--- src/rtl/fir_structs_pkg.sv ---
// rtl/fir_structs_pkg.sv - shared coefficient types, tap constants and bank-state enum for firc
package fir_structs;

  localparam int NTAP_UNIQUE = 15;
  localparam int CW          = 27;

  typedef struct packed {
    logic signed [CW-1:0] I;
    logic signed [CW-1:0] Q;
  } Coef;

  typedef enum logic [1:0] {
    IDLE = 2'd0,
    LOAD = 2'd1,
    PEND = 2'd2
  } bank_state_e;

endpackage

--- src/rtl/coef_bank_ctrl_if.sv ---
// rtl/coef_bank_ctrl_if.sv - coefficient write bus (PushCoef/CoefAddr/CoefI/CoefQ)
interface coef_bank_ctrl_if;
  import fir_structs::*;

  logic                 PushCoef;
  logic [4:0]           CoefAddr;
  logic signed [CW-1:0] CoefI;
  logic signed [CW-1:0] CoefQ;

  modport master (output PushCoef, output CoefAddr, output CoefI, output CoefQ);
  modport slave  (input  PushCoef, input  CoefAddr, input  CoefI, input  CoefQ);

endinterface

--- src/rtl/coef_bank_reg.sv ---
// rtl/coef_bank_reg.sv - NTAP_UNIQUE-entry Coef register file, single write port, async clear
module coef_bank_reg
  import fir_structs::*;
(
  input  logic                         clk,
  input  logic                         Reset,
  input  logic                         i_we,
  input  logic [4:0]                   i_addr,
  input  Coef                          i_data,
  output Coef [NTAP_UNIQUE-1:0]        o_bank
);

  Coef [NTAP_UNIQUE-1:0] r_bank;

  always_ff @(posedge clk or posedge Reset) begin
    if (Reset) begin
      r_bank <= '0;
    end else begin
      for (int k = 0; k < NTAP_UNIQUE; k++) begin
        if (i_we && (i_addr == 5'(k))) r_bank[k] <= i_data;
      end
    end
  end

  assign o_bank = r_bank;

endmodule

--- src/rtl/coef_bank_ctrl.sv ---
// rtl/coef_bank_ctrl.sv - double-buffered FIR coefficient manager with swap-on-idle
// Optional readback port enabled by COEF_BANK_READBACK_EN.
module coef_bank_ctrl
  import fir_structs::*;
(
  input  logic                   clk,
  input  logic                   Reset,
  coef_bank_ctrl_if.slave        wr,
  input  logic                   DpBusy,
  output Coef [NTAP_UNIQUE-1:0]  ActCoef,
  output logic                   CoefValid,
  output logic                   SwapPending,
  output logic                   SwapPulse,
  output logic                   CoefErr
`ifdef COEF_BANK_READBACK_EN
  ,
  input  logic [4:0]             RdAddr,
  output logic signed [CW-1:0]   RdI,
  output logic signed [CW-1:0]   RdQ
`endif
);

  Coef [NTAP_UNIQUE-1:0] w_shadow;
  Coef [NTAP_UNIQUE-1:0] r_act;
  Coef                   w_wr_coef;
  logic [NTAP_UNIQUE-1:0] r_mask;
  logic [NTAP_UNIQUE-1:0] w_wr_bit;
  logic [NTAP_UNIQUE-1:0] w_mask_nxt;
  bank_state_e           r_state;
  bank_state_e           w_state_nxt;
  logic                  w_valid_wr;
  logic                  w_bad_wr;
  logic                  w_swap;
  logic                  r_valid;
  logic                  r_swap_pulse;
  logic                  r_err;

  assign w_valid_wr = wr.PushCoef && (wr.CoefAddr < 5'(NTAP_UNIQUE));
  assign w_bad_wr   = wr.PushCoef && !(wr.CoefAddr < 5'(NTAP_UNIQUE));
  assign w_swap     = (r_state == PEND) && !DpBusy;
  assign w_wr_coef  = '{I: wr.CoefI, Q: wr.CoefQ};
  assign w_wr_bit   = w_valid_wr ? (NTAP_UNIQUE'(1) << wr.CoefAddr) : '0;

  // A swap consumes the old set, so a simultaneous write starts the next set fresh.
  assign w_mask_nxt = w_swap ? w_wr_bit : (r_mask | w_wr_bit);

  always_comb begin
    w_state_nxt = IDLE;
    if (&w_mask_nxt)      w_state_nxt = PEND;
    else if (|w_mask_nxt) w_state_nxt = LOAD;
  end

  coef_bank_reg u_shadow (
    .clk    (clk),
    .Reset  (Reset),
    .i_we   (w_valid_wr),
    .i_addr (wr.CoefAddr),
    .i_data (w_wr_coef),
    .o_bank (w_shadow)
  );

  always_ff @(posedge clk or posedge Reset) begin
    if (Reset) begin
      r_act        <= '0;
      r_mask       <= '0;
      r_state      <= IDLE;
      r_valid      <= 1'b0;
      r_swap_pulse <= 1'b0;
      r_err        <= 1'b0;
    end else begin
      if (w_swap) begin
        r_act   <= w_shadow;
        r_valid <= 1'b1;
      end
      r_mask       <= w_mask_nxt;
      r_state      <= w_state_nxt;
      r_swap_pulse <= w_swap;
      r_err        <= w_bad_wr;
    end
  end

  assign ActCoef     = r_act;
  assign CoefValid   = r_valid;
  assign SwapPending = (r_state == PEND);
  assign SwapPulse   = r_swap_pulse;
  assign CoefErr     = r_err;

`ifdef COEF_BANK_READBACK_EN
  logic signed [CW-1:0] r_rd_i;
  logic signed [CW-1:0] r_rd_q;

  always_ff @(posedge clk or posedge Reset) begin
    if (Reset) begin
      r_rd_i <= '0;
      r_rd_q <= '0;
    end else if (RdAddr < 5'(NTAP_UNIQUE)) begin
      r_rd_i <= r_act[RdAddr[3:0]].I;
      r_rd_q <= r_act[RdAddr[3:0]].Q;
    end else begin
      r_rd_i <= '0;
      r_rd_q <= '0;
    end
  end

  assign RdI = r_rd_i;
  assign RdQ = r_rd_q;
`endif

endmodule

--- src/flat_wrapper.sv ---
// flat-port wrapper written by rule: the top's interface ports become plain ports
module coef_bank_ctrl_flat import fir_structs::*;
  (clk, Reset, DpBusy, ActCoef, CoefValid, SwapPending, SwapPulse, CoefErr, wr_PushCoef, wr_CoefAddr, wr_CoefI, wr_CoefQ);
  coef_bank_ctrl_if wr_i ();
  input  logic clk;
  input  logic Reset;
  input  logic DpBusy;
  output Coef [NTAP_UNIQUE-1:0] ActCoef;
  output logic CoefValid;
  output logic SwapPending;
  output logic SwapPulse;
  output logic CoefErr;
  input wire logic [$bits(wr_i.PushCoef)-1:0] wr_PushCoef;
  input wire logic [$bits(wr_i.CoefAddr)-1:0] wr_CoefAddr;
  input wire logic [$bits(wr_i.CoefI)-1:0] wr_CoefI;
  input wire logic [$bits(wr_i.CoefQ)-1:0] wr_CoefQ;
  assign wr_i.PushCoef = wr_PushCoef;
  assign wr_i.CoefAddr = wr_CoefAddr;
  assign wr_i.CoefI = wr_CoefI;
  assign wr_i.CoefQ = wr_CoefQ;
  coef_bank_ctrl u_core (.clk(clk), .Reset(Reset), .wr(wr_i), .DpBusy(DpBusy), .ActCoef(ActCoef), .CoefValid(CoefValid), .SwapPending(SwapPending), .SwapPulse(SwapPulse), .CoefErr(CoefErr));
endmodule
--- config.mk ---
export PLATFORM = sky130hd
export DESIGN_NAME = coef_bank_ctrl_flat
export DESIGN_NICKNAME = d
export VERILOG_FILES = /design/src/rtl/fir_structs_pkg.sv /design/src/rtl/coef_bank_ctrl_if.sv /design/src/rtl/coef_bank_reg.sv /design/src/rtl/coef_bank_ctrl.sv /design/src/flat_wrapper.sv
export SDC_FILE = /design/constraint.sdc
export NUM_CORES = 2
export LEC_CHECK = 0
export ABC_CLOCK_PERIOD_IN_PS = 63600
export CORE_ASPECT_RATIO = 0.7
export CORE_MARGIN = 2
export CORE_UTILIZATION = 52
export CTS_BUF_LIST = sky130_fd_sc_hd__clkbuf_8
export DETAILED_ROUTE_END_ITERATION = 7
export PLACE_DENSITY = 0.77
export SYNTH_ARGS = -nofsm -noshare
export SYNTH_HDL_FRONTEND = slang
export SYNTH_HIERARCHICAL = 1
export SYNTH_SLANG_ARGS = --single-unit
--- constraint.sdc ---
create_clock -name clk -period 63.6 [get_ports clk]
set_input_delay 9.54 -clock clk [delete_from_list [all_inputs] [get_ports clk]]
set_output_delay 9.54 -clock clk [all_outputs]
set_load 0.03 [all_outputs]
==> impl_metrics.env <==
export IMPL_run_status="finished, final reports clean"
export IMPL_critical_path_max_fanout=103
export IMPL_die_h_microns=292.4
export IMPL_rsz_0062_raised_after_global_routing="false"
export IMPL_relSlewSlack=0.1731
export IMPL_cts_inserted_buffers=229
export IMPL_post_route_cells_drive_above_1_share=0.1926
export IMPL_final_layout_fill_cell_count=8767
export IMPL_critical_path_data_required_time_ns=64.51
export IMPL_vias=42210
export IMPL_port_buffers=876
export IMPL_drt_first_iter_violations=3715
export IMPL_synthesis_area_per_instance_sq_um=11.67
export IMPL_postSynthRegisterBits=1640
export IMPL_layout_area_overhead_vs_synth_pct=23.45
export IMPL_setup_viol=0
export IMPL_yosysWarningCount=6
export IMPL_final_util=0.6493
export IMPL_worst_path_dominant_cell_family="buffers and inverters"
export IMPL_fin_worst_skew_ns=0.06350
export IMPL_fin_setup_tns_ns=0
export IMPL_critical_path_n_buffers_inverters=6
export IMPL_ys_seq_area_frac=0.6643
export IMPL_syn_nets=5358
export IMPL_critical_path_max_stage_delay_ns=0.93
export IMPL_hold_viol=0
export IMPL_count_of_boundary_i_o_pins=877
export IMPL_setup_crit_end_kind="async pin"
export IMPL_slowest_stage="sky130_fd_sc_hd__buf_4"
export IMPL_dp_final_hpwl_mm=111.7
export IMPL_max_vdd_ir_drop_uv=22.88
export IMPL_globalRouteTotalUtil=0.2909
export IMPL_fin_cells=7874
export IMPL_cts_root_buf="sky130_fd_sc_hd__clkbuf_8"
export IMPL_worstPathArrival_ns=14.24
export IMPL_post_synth_top_area_fraction=0.6643
export IMPL_synth_cells=5295
export IMPL_ctsHoldBuffers=0
export IMPL_timing_max_transition_violations_final=0
export IMPL_async_flop_share=1.000
export IMPL_clkSinkCount=1640
export IMPL_floorplan_initialDensity=0.5260
export IMPL_finalCritPeriodShare=0.2096
export IMPL_grt_ovfl_total=0
export IMPL_transition_time_of_the_tightest_slew_check_pin_ns=1.236
export IMPL_power_static_leakage_nw=40.00
export IMPL_clock_tree_htree_level_count=4
export IMPL_chipWidth_microns=416.0
export IMPL_rows=105
export IMPL_core_area_sq_um=117500
export IMPL_vias_per_cell=5.361
export IMPL_place_congestion=0.8260
export IMPL_post_synth_main_area_contributors="sky130_fd_sc_hd__dfrtp_1 (66%), sky130_fd_sc_hd__nand2_1 (15%), sky130_fd_sc_hd__mux2_2 (14%)"
export IMPL_first_pass_iters=5
export IMPL_cts_clk_slew_worst_paths_ns=0.07
export IMPL_wire_per_inst_microns=22.56
export IMPL_synth_top_area_cell="sky130_fd_sc_hd__dfrtp_1"
export IMPL_max_cap_violations=0
export IMPL_buffers_inserted_by_post_cts_timing_repair=0
export IMPL_cts_buffer_depth=3
export IMPL_syn_cell_area_sq_um=61780
export IMPL_timing_final_crit_period_ns=13.33
export IMPL_numPlacedInstances=7448
export IMPL_worst_setup_path_type="primary input to async pin"
export IMPL_finish_net_count=6191
export IMPL_synth_top_flop_cell="sky130_fd_sc_hd__dfrtp_1"
export IMPL_route_final_wire_length_mm=177.6
export IMPL_power_per_cell_area_nw_per_um2=27.65
export IMPL_maximum_number_of_pins_on_one_net_before_global_route_repair=221
export IMPL_grt_pass1_wl_mm=268.7
export IMPL_tritoncts="done"
export IMPL_cp_cell_sequence="clkdlybuf4s50_1, inv_8, buf_4, buf_4, buf_4, buf_4"
export IMPL_grt_antenna_before_repair=6
export IMPL_crit_path_start_kind="primary input"
export IMPL_route_detailed_drc=0
export IMPL_synth_distinct_cells=46
export IMPL_synth_most_common_cell="sky130_fd_sc_hd__nand2_1"
export IMPL_synth_cells_most_frequent="sky130_fd_sc_hd__nand2_1 (2437), sky130_fd_sc_hd__dfrtp_1 (1640), sky130_fd_sc_hd__mux2_2 (744)"
export IMPL_min_delay_path_class="register to register"
export IMPL_cts_resized=0
export IMPL_number_of_synthesized_flops_with_an_enable_pin=0
export IMPL_timing_critical_path_mode_cell="sky130_fd_sc_hd__buf_4"
export IMPL_clk_insertion_delay_late_ns=0.97
export IMPL_ant_nets=0
export IMPL_die_area_sq_um=121600
export IMPL_fmax_mhz=75.02
export IMPL_via_count_of_the_first_global_routing_pass=43760
==> routing by layer <==
| layer | GRT usage | wire [microns] |
|---|---|---|
| met5 | 0 | 0 |
| met4 | 0.1368 | 7868 |
| met3 | 0.05950 | 10980 |
| met1 | 0.3747 | 71090 |
| met2 | 0.4765 | 87670 |
==> cell type report <==
type | count | area, sq um | share of cell area
inverter | 4 | 37.54 | 0.0004922
timing repair buffer | 923 | 9196 | 0.1206
clock buffer | 289 | 3978 | 0.05215
multi-input combinational | 3330 | 19260 | 0.2526
tap | 1551 | 1941 | 0.02545
antenna | 9 | 22.52 | 0.0002953
sequential | 1640 | 41040 | 0.5381
clock inverter | 128 | 788.3 | 0.01034
==> per-stage QoR <==
| stage | hold slack (ns) | setup slack, ns | area [sq um] | power, mW |
|---|---|---|---|---|
| after floorplan | 0.4331 | 30.74 | 61780 | 1.247 |
| after global placement | 0.4407 | 49.15 | 71480 | 1.276 |
| after detailed placement | 0.4455 | 49.12 | 71480 | 1.286 |
| after CTS | 0.4393 | 50.14 | 76240 | 2.123 |
| after global routing | 0.4636 | 49.59 | 76260 | 2.187 |
| final | 0.4294 | 50.27 | 76260 | 2.108 |
==> placed cells by master, fill, tap and decap left out, types with 3 or more instances in the layout <==
cell and instances:
sky130_fd_sc_hd__a22o_1 14, sky130_fd_sc_hd__buf_12 6, sky130_fd_sc_hd__buf_4 41, sky130_fd_sc_hd__bufinv_16 7
sky130_fd_sc_hd__clkbuf_8 289, sky130_fd_sc_hd__clkdlybuf4s50_1 876, sky130_fd_sc_hd__clkinv_2 21, sky130_fd_sc_hd__clkinv_4 3
sky130_fd_sc_hd__clkinvlp_4 6, sky130_fd_sc_hd__dfrtp_1 1640, sky130_fd_sc_hd__diode_2 9, sky130_fd_sc_hd__inv_1 85
sky130_fd_sc_hd__inv_12 3, sky130_fd_sc_hd__inv_6 3, sky130_fd_sc_hd__inv_8 4, sky130_fd_sc_hd__mux2_2 744
sky130_fd_sc_hd__mux2_4 66, sky130_fd_sc_hd__nand2_1 2437, sky130_fd_sc_hd__nand2_4 9, sky130_fd_sc_hd__nand3_1 6
sky130_fd_sc_hd__nor2_1 6, sky130_fd_sc_hd__nor2b_1 3
==> path summary, 6_finish.rpt <==
check                      cells past startpoint                        start  slack [ns]                     endpoint
max                                            6                        Reset       50.27  u_core/u_shadow/o_bank[748]
min                                            2  u_core/u_shadow/o_bank[217]        0.43          u_core/ActCoef[217]
max reg2reg                                    7            u_core/r_state[0]       59.47          u_core/ActCoef[584]
min reg2reg                                    2  u_core/u_shadow/o_bank[217]        0.43          u_core/ActCoef[217]
max in group clk                               7                       DpBusy       51.23          u_core/ActCoef[580]
min in group asynchronous                      2                        Reset        9.25  u_core/u_shadow/o_bank[238]
==> registers in the layout, indices dropped and copies added (netlist names) <==
name	flops
u_core/r_state	2
u_core/SwapPulse	1
u_core/u_shadow/o_bank	810
u_core/ActCoef	810
u_core/CoefErr	1
u_core/CoefValid	1
u_core/r_mask	15
==> power breakdown <==
part,switching (mW),internal [mW],leakage (nW)
logic,0.0567,0.0610,14.9
registers,0.0378,1.11,22.4
clock network,0.403,0.437,2.76
total,0.498,1.61,40.0
==> kinds of logic after synthesis <==
group	after synthesis	share of synthesized area
multiplexers	812	0.1520
AO/OA/AOI/OAI	27	0.003767
buffers and inverters	325	0.02501
AND/OR/NAND/NOR	2491	0.1549
flip-flops	1640	0.6643
==> worst reg2reg max path, stage by stage (launching register included) <==
cell and delay, ns:
sky130_fd_sc_hd__dfrtp_1 0.36, sky130_fd_sc_hd__nor2b_1 0.41, sky130_fd_sc_hd__nand2b_4 0.43, sky130_fd_sc_hd__inv_8 0.80, sky130_fd_sc_hd__buf_4 0.82, sky130_fd_sc_hd__buf_4 0.91, sky130_fd_sc_hd__nand2_1 0.27, sky130_fd_sc_hd__nand2_1 0.10
No activity file was read; power rests on OpenSTA's default activity.
